--- config.mk ---
export PLATFORM = sky130hd
export DESIGN_NAME = eyeriss_seq
export DESIGN_NICKNAME = d
export VERILOG_FILES = /design/src/rtl/eyeriss_seq.sv
export SDC_FILE = /design/constraint.sdc
export NUM_CORES = 1
export LEC_CHECK = 0
export ABC_AREA = 1
export BUFFER_PORTS_ARGS = -buffer_cell sky130_fd_sc_hd__buf_2
export CAP_MARGIN = 25
export CORE_AREA = 2 2 302 304
export CTS_CLUSTER_SIZE = 40
export DETAILED_ROUTE_END_ITERATION = 10
export DIE_AREA = 0 0 304 306
export GPL_ROUTABILITY_DRIVEN = 0
export GPL_TIMING_DRIVEN = 1
export RECOVER_POWER = 100
export SYNTH_ARGS = -nofsm -noshare
export SYNTH_HDL_FRONTEND = slang
export SYNTH_SLANG_ARGS = --single-unit
--- constraint.sdc ---
create_clock -name clk -period 2.93 [get_ports clk]
set_clock_uncertainty 0.05 [all_clocks]
set_input_delay 0 -clock clk [delete_from_list [all_inputs] [get_ports clk]]
set_output_delay 0 -clock clk [all_outputs]
set_load 0.05 [all_outputs]
--- src/rtl/eyeriss_seq.sv ---
// rtl/eyeriss_seq.sv - job sequencer for a systolic MAC array: clear, accumulate, then drain row-0 outputs as valid/ready beats
module eyeriss_seq #(
    parameter int HEIGHT = 12,
    parameter int WIDTH  = 14,
    parameter int OWIDTH = 24,
    parameter int CWIDTH = 8
) (
    input  logic              clk,
    input  logic              rst_n,
    input  logic              start,
    input  logic [CWIDTH-1:0] mac_cycles,
    output logic              busy,
    output logic              done,
    output logic [HEIGHT-1:0] en_i,
    output logic [HEIGHT-1:0] clr_i,
    output logic [HEIGHT-1:0] mac_done,
    output logic [WIDTH-1:0]  en_w,
    output logic [WIDTH-1:0]  clr_w,
    output logic [WIDTH-1:0]  en_o,
    output logic [WIDTH-1:0]  clr_o,
    input  logic [OWIDTH-1:0] ofm [WIDTH],
    output logic [OWIDTH-1:0] res [WIDTH],
    output logic              res_vld,
    input  logic              res_rdy
);

    localparam int BW = (HEIGHT > 1) ? $clog2(HEIGHT) : 1;

    typedef enum logic [2:0] {
        IDLE,
        CLR,
        MAC,
        MDONE,
        DRAIN,
        FIN
    } state_t;

    state_t            state_q, state_d;
    logic [CWIDTH-1:0] n_q, n_d;
    logic [CWIDTH-1:0] cnt_q, cnt_d;
    logic [BW-1:0]     beat_q, beat_d;
    logic              done_q, done_d;
    logic              res_vld_q, res_vld_d;
    logic [OWIDTH-1:0] res_q [WIDTH];
    logic              shift;
    logic              load;

    // A beat can advance whenever the output register is empty or being consumed.
    assign shift = !res_vld_q || res_rdy;

    always_comb begin
        state_d = state_q;
        n_d     = n_q;
        cnt_d   = cnt_q;
        beat_d  = beat_q;
        done_d  = 1'b0;
        load    = 1'b0;
        case (state_q)
            IDLE: begin
                if (start) begin
                    n_d     = (mac_cycles == '0) ? CWIDTH'(1) : mac_cycles;
                    state_d = CLR;
                end
            end
            CLR: begin
                cnt_d   = '0;
                state_d = MAC;
            end
            MAC: begin
                // Compare against N-1 so N = 2^CWIDTH-1 never needs a wider counter.
                if (cnt_q == n_q - CWIDTH'(1)) begin
                    cnt_d   = '0;
                    state_d = MDONE;
                end else begin
                    cnt_d = cnt_q + CWIDTH'(1);
                end
            end
            MDONE: begin
                beat_d  = '0;
                state_d = DRAIN;
            end
            DRAIN: begin
                if (shift) begin
                    load   = 1'b1;
                    beat_d = beat_q + BW'(1);
                    if (beat_q == BW'(HEIGHT - 1)) begin
                        state_d = FIN;
                    end
                end
            end
            FIN: begin
                if (shift) begin
                    done_d  = 1'b1;
                    state_d = IDLE;
                end
            end
            default: state_d = IDLE;
        endcase

        if (load) begin
            res_vld_d = 1'b1;
        end else if (res_vld_q && res_rdy) begin
            res_vld_d = 1'b0;
        end else begin
            res_vld_d = res_vld_q;
        end
    end

    always_ff @(posedge clk) begin
        if (!rst_n) begin
            state_q   <= IDLE;
            n_q       <= '0;
            cnt_q     <= '0;
            beat_q    <= '0;
            done_q    <= 1'b0;
            res_vld_q <= 1'b0;
            for (int i = 0; i < WIDTH; i++) begin
                res_q[i] <= '0;
            end
        end else begin
            state_q   <= state_d;
            n_q       <= n_d;
            cnt_q     <= cnt_d;
            beat_q    <= beat_d;
            done_q    <= done_d;
            res_vld_q <= res_vld_d;
            if (load) begin
                res_q <= ofm;
            end
        end
    end

    assign busy     = (state_q != IDLE);
    assign done     = done_q;
    assign clr_i    = {HEIGHT{state_q == CLR}};
    assign clr_w    = {WIDTH{state_q == CLR}};
    assign clr_o    = {WIDTH{state_q == CLR}};
    assign en_i     = {HEIGHT{state_q == MAC}};
    assign en_w     = {WIDTH{state_q == MAC}};
    assign mac_done = {HEIGHT{state_q == MDONE}};
    // en_o follows the handshake combinationally; rst_n gates it while reset is held.
    assign en_o     = {WIDTH{rst_n && (state_q == DRAIN) && shift}};
    assign res      = res_q;
    assign res_vld  = res_vld_q;

endmodule

==> results of run 1 <==
-- worst max-delay path: stages (launching register included) --
cell           delay (ps)
dfxtp_1               530
nand2_1               220
nor2_4                280
buf_16                310
buf_4                 320
o21ai_0               140
nor2_1                170
dlygate4sd3_1         560
-- kinds of logic (layout without fill, tap and decap cells) --
kind of cell    Yosys count  after routing  share of synthesized area (%)
simple gates            771            771                          22.16
compound gates          378            378                          14.07
flops                   361            361                          53.26
buf+inv                 236           1345                          9.904
xor+xnor                  5              5                         0.3228
fa+ha+maj                 3              3                         0.2767
other cells               0              2                              0
-- what timing repair did --
item,4_1_cts,5_1_grt
endpoints found under the setup margin,0,17
hold endpoints to repair,357,0
hold buffers,435,0
gates resized for setup,0,1
setup buffers,0,1
-- synth_stat cells (all sizes together) --
master / number / area share (%)
or2: 1 / 0.046
and3: 2 / 0.092
xnor2: 2 / 0.13
nand3: 18 / 0.70
clkinv: 1 / 0.028
dfxtp: 361 / 53
inv: 32 / 0.89
nor3: 7 / 0.42
a31oi: 1 / 0.046
a211oi: 2 / 0.11
nor3b: 1 / 0.055
nor2: 693 / 19
nand3b: 1 / 0.055
nand2: 43 / 1.3
nand4: 3 / 0.14
xor2: 3 / 0.19
nor4: 2 / 0.092
buf: 167 / 8.0
o21ai: 351 / 13
a31o: 1 / 0.065
a21oi: 23 / 0.88
clkbuf: 36 / 1.0
ha: 3 / 0.28
-- flip-flops by register name (all words and copies together) (netlist names) --
register	count
beat_q	4
res	336
n_q	8
res_vld	1
done	1
state_q	3
cnt_q	8
-- power breakdown --
group | switching, uW | internal [uW]
combinational | 10400 | 2560
sequential | 871 | 6510
clock | 2220 | 3290
total | 13500 | 12400
-- stage by stage --
stage	utilization, %	hold slack [ps]
global placement	20.08	170.0
floorplan	-	84.91
finish	25.95	131.4
CTS	26.56	70.37
global route	25.94	114.9
detailed placement	20.08	176.0
-- per-layer routing --
layer / vias up / wire (um) / GRT usage, %
met1: 7454 / 23360 / 13.26
met4: 0 / 2918 / 5.727
met2: 764 / 28730 / 20.79
met5: - / 0 / 0
met3: 161 / 4133 / 2.806
li1: 7689 / - / -
-- final cells by class --
type	count	area, um2
multi-input cells	1157	4996
clock buffers	61	1275
repair buffers	1236	7969
diodes	2	5.005
inverters	33	131.4
well taps	1176	1471
fillers	9714	66350
flip-flops and latches	361	7227
clock inverters	15	172.7
-- final timing paths --
kind,from,to,slack (ps)
worst min register to register,n_q[7],n_q[7],420
worst max register to register,state_q[2],res[328],190
worst max-delay path,state_q[2],res[328],190
worst min-delay path,ofm[211],res[211],130
==> results.json, run 1 <==
{
  "layout_common_cells": "691 x nor2_1, 435 x dlygate4sd3_1, 433 x clkbuf_1, 361 x dfxtp_1, 348 x buf_2",
  "syn_area_per_cell_um2": 7.735,
  "dpl.hpwl_um": 37170,
  "grt_max_degree": 171,
  "worst_ep_required_time_ps": 3400,
  "grt_pass1_wl_um": 87820,
  "startpoint_type": "flip-flop",
  "pre_cts_slack_ps": 672.0,
  "grt_pass1_vias": 15760,
  "num-nets-final": 3183,
  "fin_crit_sh_pct": 93.44,
  "drt_wl_total_um": 59150,
  "min_path_type": "primary input to flip-flop",
  "grt.total_usage_pct": 11.77,
  "tritoncts": "done",
  "io_buffers": 778,
  "cp_max_fo": 85,
  "instances_no_fill": 4041,
  "antenna_found_initial": 2,
  "outcome": "complete, no violations",
  "slew_headroom_pct": 31.28,
  "ir_drop_uv": 592.7,
  "yosysSeqAreaShare_pct": 53.26,
  "reg2reg_depth": 7,
  "grt_overflow": 0,
  "ioPinCount": 779,
  "final_common_cell": "nor2_1",
  "insertion_delay_ps": 560,
  "fin_ws_ps": 192.3,
  "cts_max_level": 2,
  "crit_arrival_ps": 3200,
  "syn-num-nets": 2105,
  "coreArea_um2": 89600,
  "first_pass_iters": 5,
  "cts-root-buf": "clkbuf_16",
  "power.total_uw": 25880,
  "holdPathStages": 4,
  "drv_slew": 0,
  "drt-initial-drc-count": 1204,
  "setup_viol": 0,
  "clk_pin_slew_ps": 60,
  "p_leak_uw": 0.01030,
  "syn-instance-count": 1754,
  "cap_violations": 0,
  "fp.dieW_um": 304,
  "die_area_um2": 93020,
  "num_vias": 16070,
  "finalHoldViolCount": 0,
  "synth_cell_type_count": 36,
  "clk_path_buf_depth": 3,
  "post_dp_cell_area_um2": 17990,
  "finalSetupTns_ps": 0,
  "end_kind": "flip-flop",
  "die_y_um": 306,
  "final_cell_area_um2": 23250,
  "syn_area_um2": 13570,
  "ant_nets": 0,
  "syn2layout_area_growth_pct": 71.34,
  "period_minus_slack_ps": 2738,
  "dp.cells": 3526,
  "setup.worst_path.class": "flip-flop to flip-flop",
  "wl_per_cell_um": 14.64,
  "worst_slew_pin_slew_ps": 1031,
  "via_per_inst": 3.976,
  "rsz0062_at_grt": "false",
  "cts_buffers": 43,
  "timing.fmax_ghz": 0.3653,
  "layout-drive-gt1-share_pct": 16.07,
  "cts.sinks": 361,
  "power_density_nw_per_um2": 1113,
  "start_util_pct": 15.14,
  "synth-seq-cells": 361,
  "rows": 110,
  "drc": 0,
  "yosys_warnings": 0
}
(Power assumes the default switching activity.)
==> run 2, diff against run 1 <==
MAX_ROUTING_LAYER = met4   (was unset)
==> run 2 against run 1 <==
  * Cell count is essentially flat
  * Cell area is essentially flat
  * Largest cell class unchanged
  * Routed wire length down 0.32%
  * Die area did not move
  * Via count grew 0.12%
  * Clock power about the same
  * Register-to-register slack is essentially flat
  * Highest routed layer unchanged
  * Setup slack improved by 7.1 ps
==> results.json, run 2 (same netlist as run 1, synthesis figures left out) <==
{
  "io_buffers": 778,
  "worstHoldStart": "ofm[242]",
  "num_vias": 16090,
  "setup_viol": 0,
  "cp_max_fo": 16,
  "worst_slew_pin_slew_ps": 1030,
  "drt-initial-drc-count": 1090,
  "whs_endpoint": "res[242]",
  "cap_violations": 0,
  "timing.fmax_ghz": 0.3662,
  "ioPinCount": 779,
  "startpoint_type": "flip-flop",
  "antenna_found_initial": 1,
  "setup.worst_path.class": "flip-flop to flip-flop",
  "power.total_uw": 25880,
  "p_leak_uw": 0.01030,
  "die_y_um": 306,
  "ir_drop_uv": 592.0,
  "clk_path_buf_depth": 3,
  "drt_wl_total_um": 58960,
  "worst_ep_required_time_ps": 3330,
  "die_area_um2": 93020,
  "reg2reg_depth": 6,
  "dpl.hpwl_um": 37170,
  "drc": 0,
  "cts-root-buf": "clkbuf_16",
  "layout-drive-gt1-share_pct": 16.07,
  "grt.total_usage_pct": 12.10,
  "crit_arrival_ps": 3130,
  "grt_max_degree": 171,
  "start_util_pct": 15.14,
  "tritoncts": "done",
  "r2r_end": "n_q[0]",
  "fp.dieW_um": 304,
  "largest_reg_flops": 336,
  "rsz0062_at_grt": "false",
  "final_common_cell": "nor2_1",
  "period_minus_slack_ps": 2731,
  "fin_crit_sh_pct": 93.20,
  "grt_pass1_vias": 15770,
  "drv_slew": 0,
  "finalSetupTns_ps": 0,
  "insertion_delay_ps": 560,
  "num-nets-final": 3183,
  "ant_nets": 0,
  "whs_ps": 131.1,
  "first_pass_iters": 6,
  "fillers": 9716,
  "slew_headroom_pct": 31.33,
  "holdPathStages": 4,
  "rows": 110,
  "wl_per_cell_um": 14.60,
  "num_antenna_cells": 0,
  "min_path_type": "primary input to flip-flop",
  "coreArea_um2": 89600,
  "end_kind": "flip-flop",
  "cts_max_level": 2,
  "clk_pin_slew_ps": 60,
  "via_per_inst": 3.983,
  "syn2layout_area_growth_pct": 71.30,
  "cts_buffers": 43,
  "layout_common_cells": "691 x nor2_1, 435 x dlygate4sd3_1, 433 x clkbuf_1, 361 x dfxtp_1, 348 x buf_2",
  "r2r_slack_ps": 200,
  "grt_overflow": 0,
  "cts.sinks": 361,
  "finalHoldViolCount": 0,
  "r2r_start": "state_q[2]",
  "outcome": "complete, no violations",
  "power_density_nw_per_um2": 1114,
  "grt_pass1_wl_um": 87600
}
==> run 2: metrics by stage <==
step,cells,utilization [%],setup WS [ps],cell area [um2]
3_3_place_gp,3526,20.08,692.3,17990
6_report,4039,25.94,199.4,23240
4_1_cts,4037,26.56,136.7,23800
5_1_grt,4039,25.94,18.99,23240
2_1_floorplan,1754,-,585.5,13570
3_5_place_dp,3526,20.08,672.0,17990
==> run 2: timing repair <==
item	in CTS	in global routing
setup buffers	0	1
setup endpoints to repair	0	17
endpoints found under the hold margin	357	0
resized for setup	0	1
hold buffers	435	0
==> run 2: where the power goes <==
part	leakage [uW]	internal [uW]	switching, uW
clock network	0.000722	3290	2230
registers	0.00295	6510	872
logic	0.00663	2560	10400
==> run 2: critical path, stage by stage, from the launching register on <==
cell           delay [ps]
dfxtp_1               410
inv_1                 160
nand3_1               440
a211oi_1              320
dlygate4sd3_1         590
a211oi_1               50
dlygate4sd3_1         580
==> run 2: cell type report <==
cell class	count	area [um2]	share of cell area, %
clock inverter	15	172.7	0.7429
multi-input combinational	1157	4996	21.50
timing repair buffer	1236	7969	34.29
sequential	361	7227	31.09
clock buffer	61	1275	5.486
tap	1176	1471	6.331
inverter	33	131.4	0.5652
==> run 2: layer usage <==
layer	global-route usage [%]	vias to the layer above	part of all wire (%)
met5	-	-	0
met3	2.482	170	6.8
met1	13.42	7476	39
met2	20.78	751	49
li1	-	7690	-
met4	5.762	0	5.1
==> run 2: worst max path at each step <==
stage	to	depth (start not counted)	startpoint
2_1_floorplan	cnt_q[3]	8	state_q[0]
3_3_place_gp	res[334]	6	state_q[2]
3_5_place_dp	res[323]	6	state_q[2]
4_1_cts	res[323]	7	state_q[2]
5_1_grt	n_q[0]	6	state_q[2]
6_report	n_q[0]	6	state_q[2]
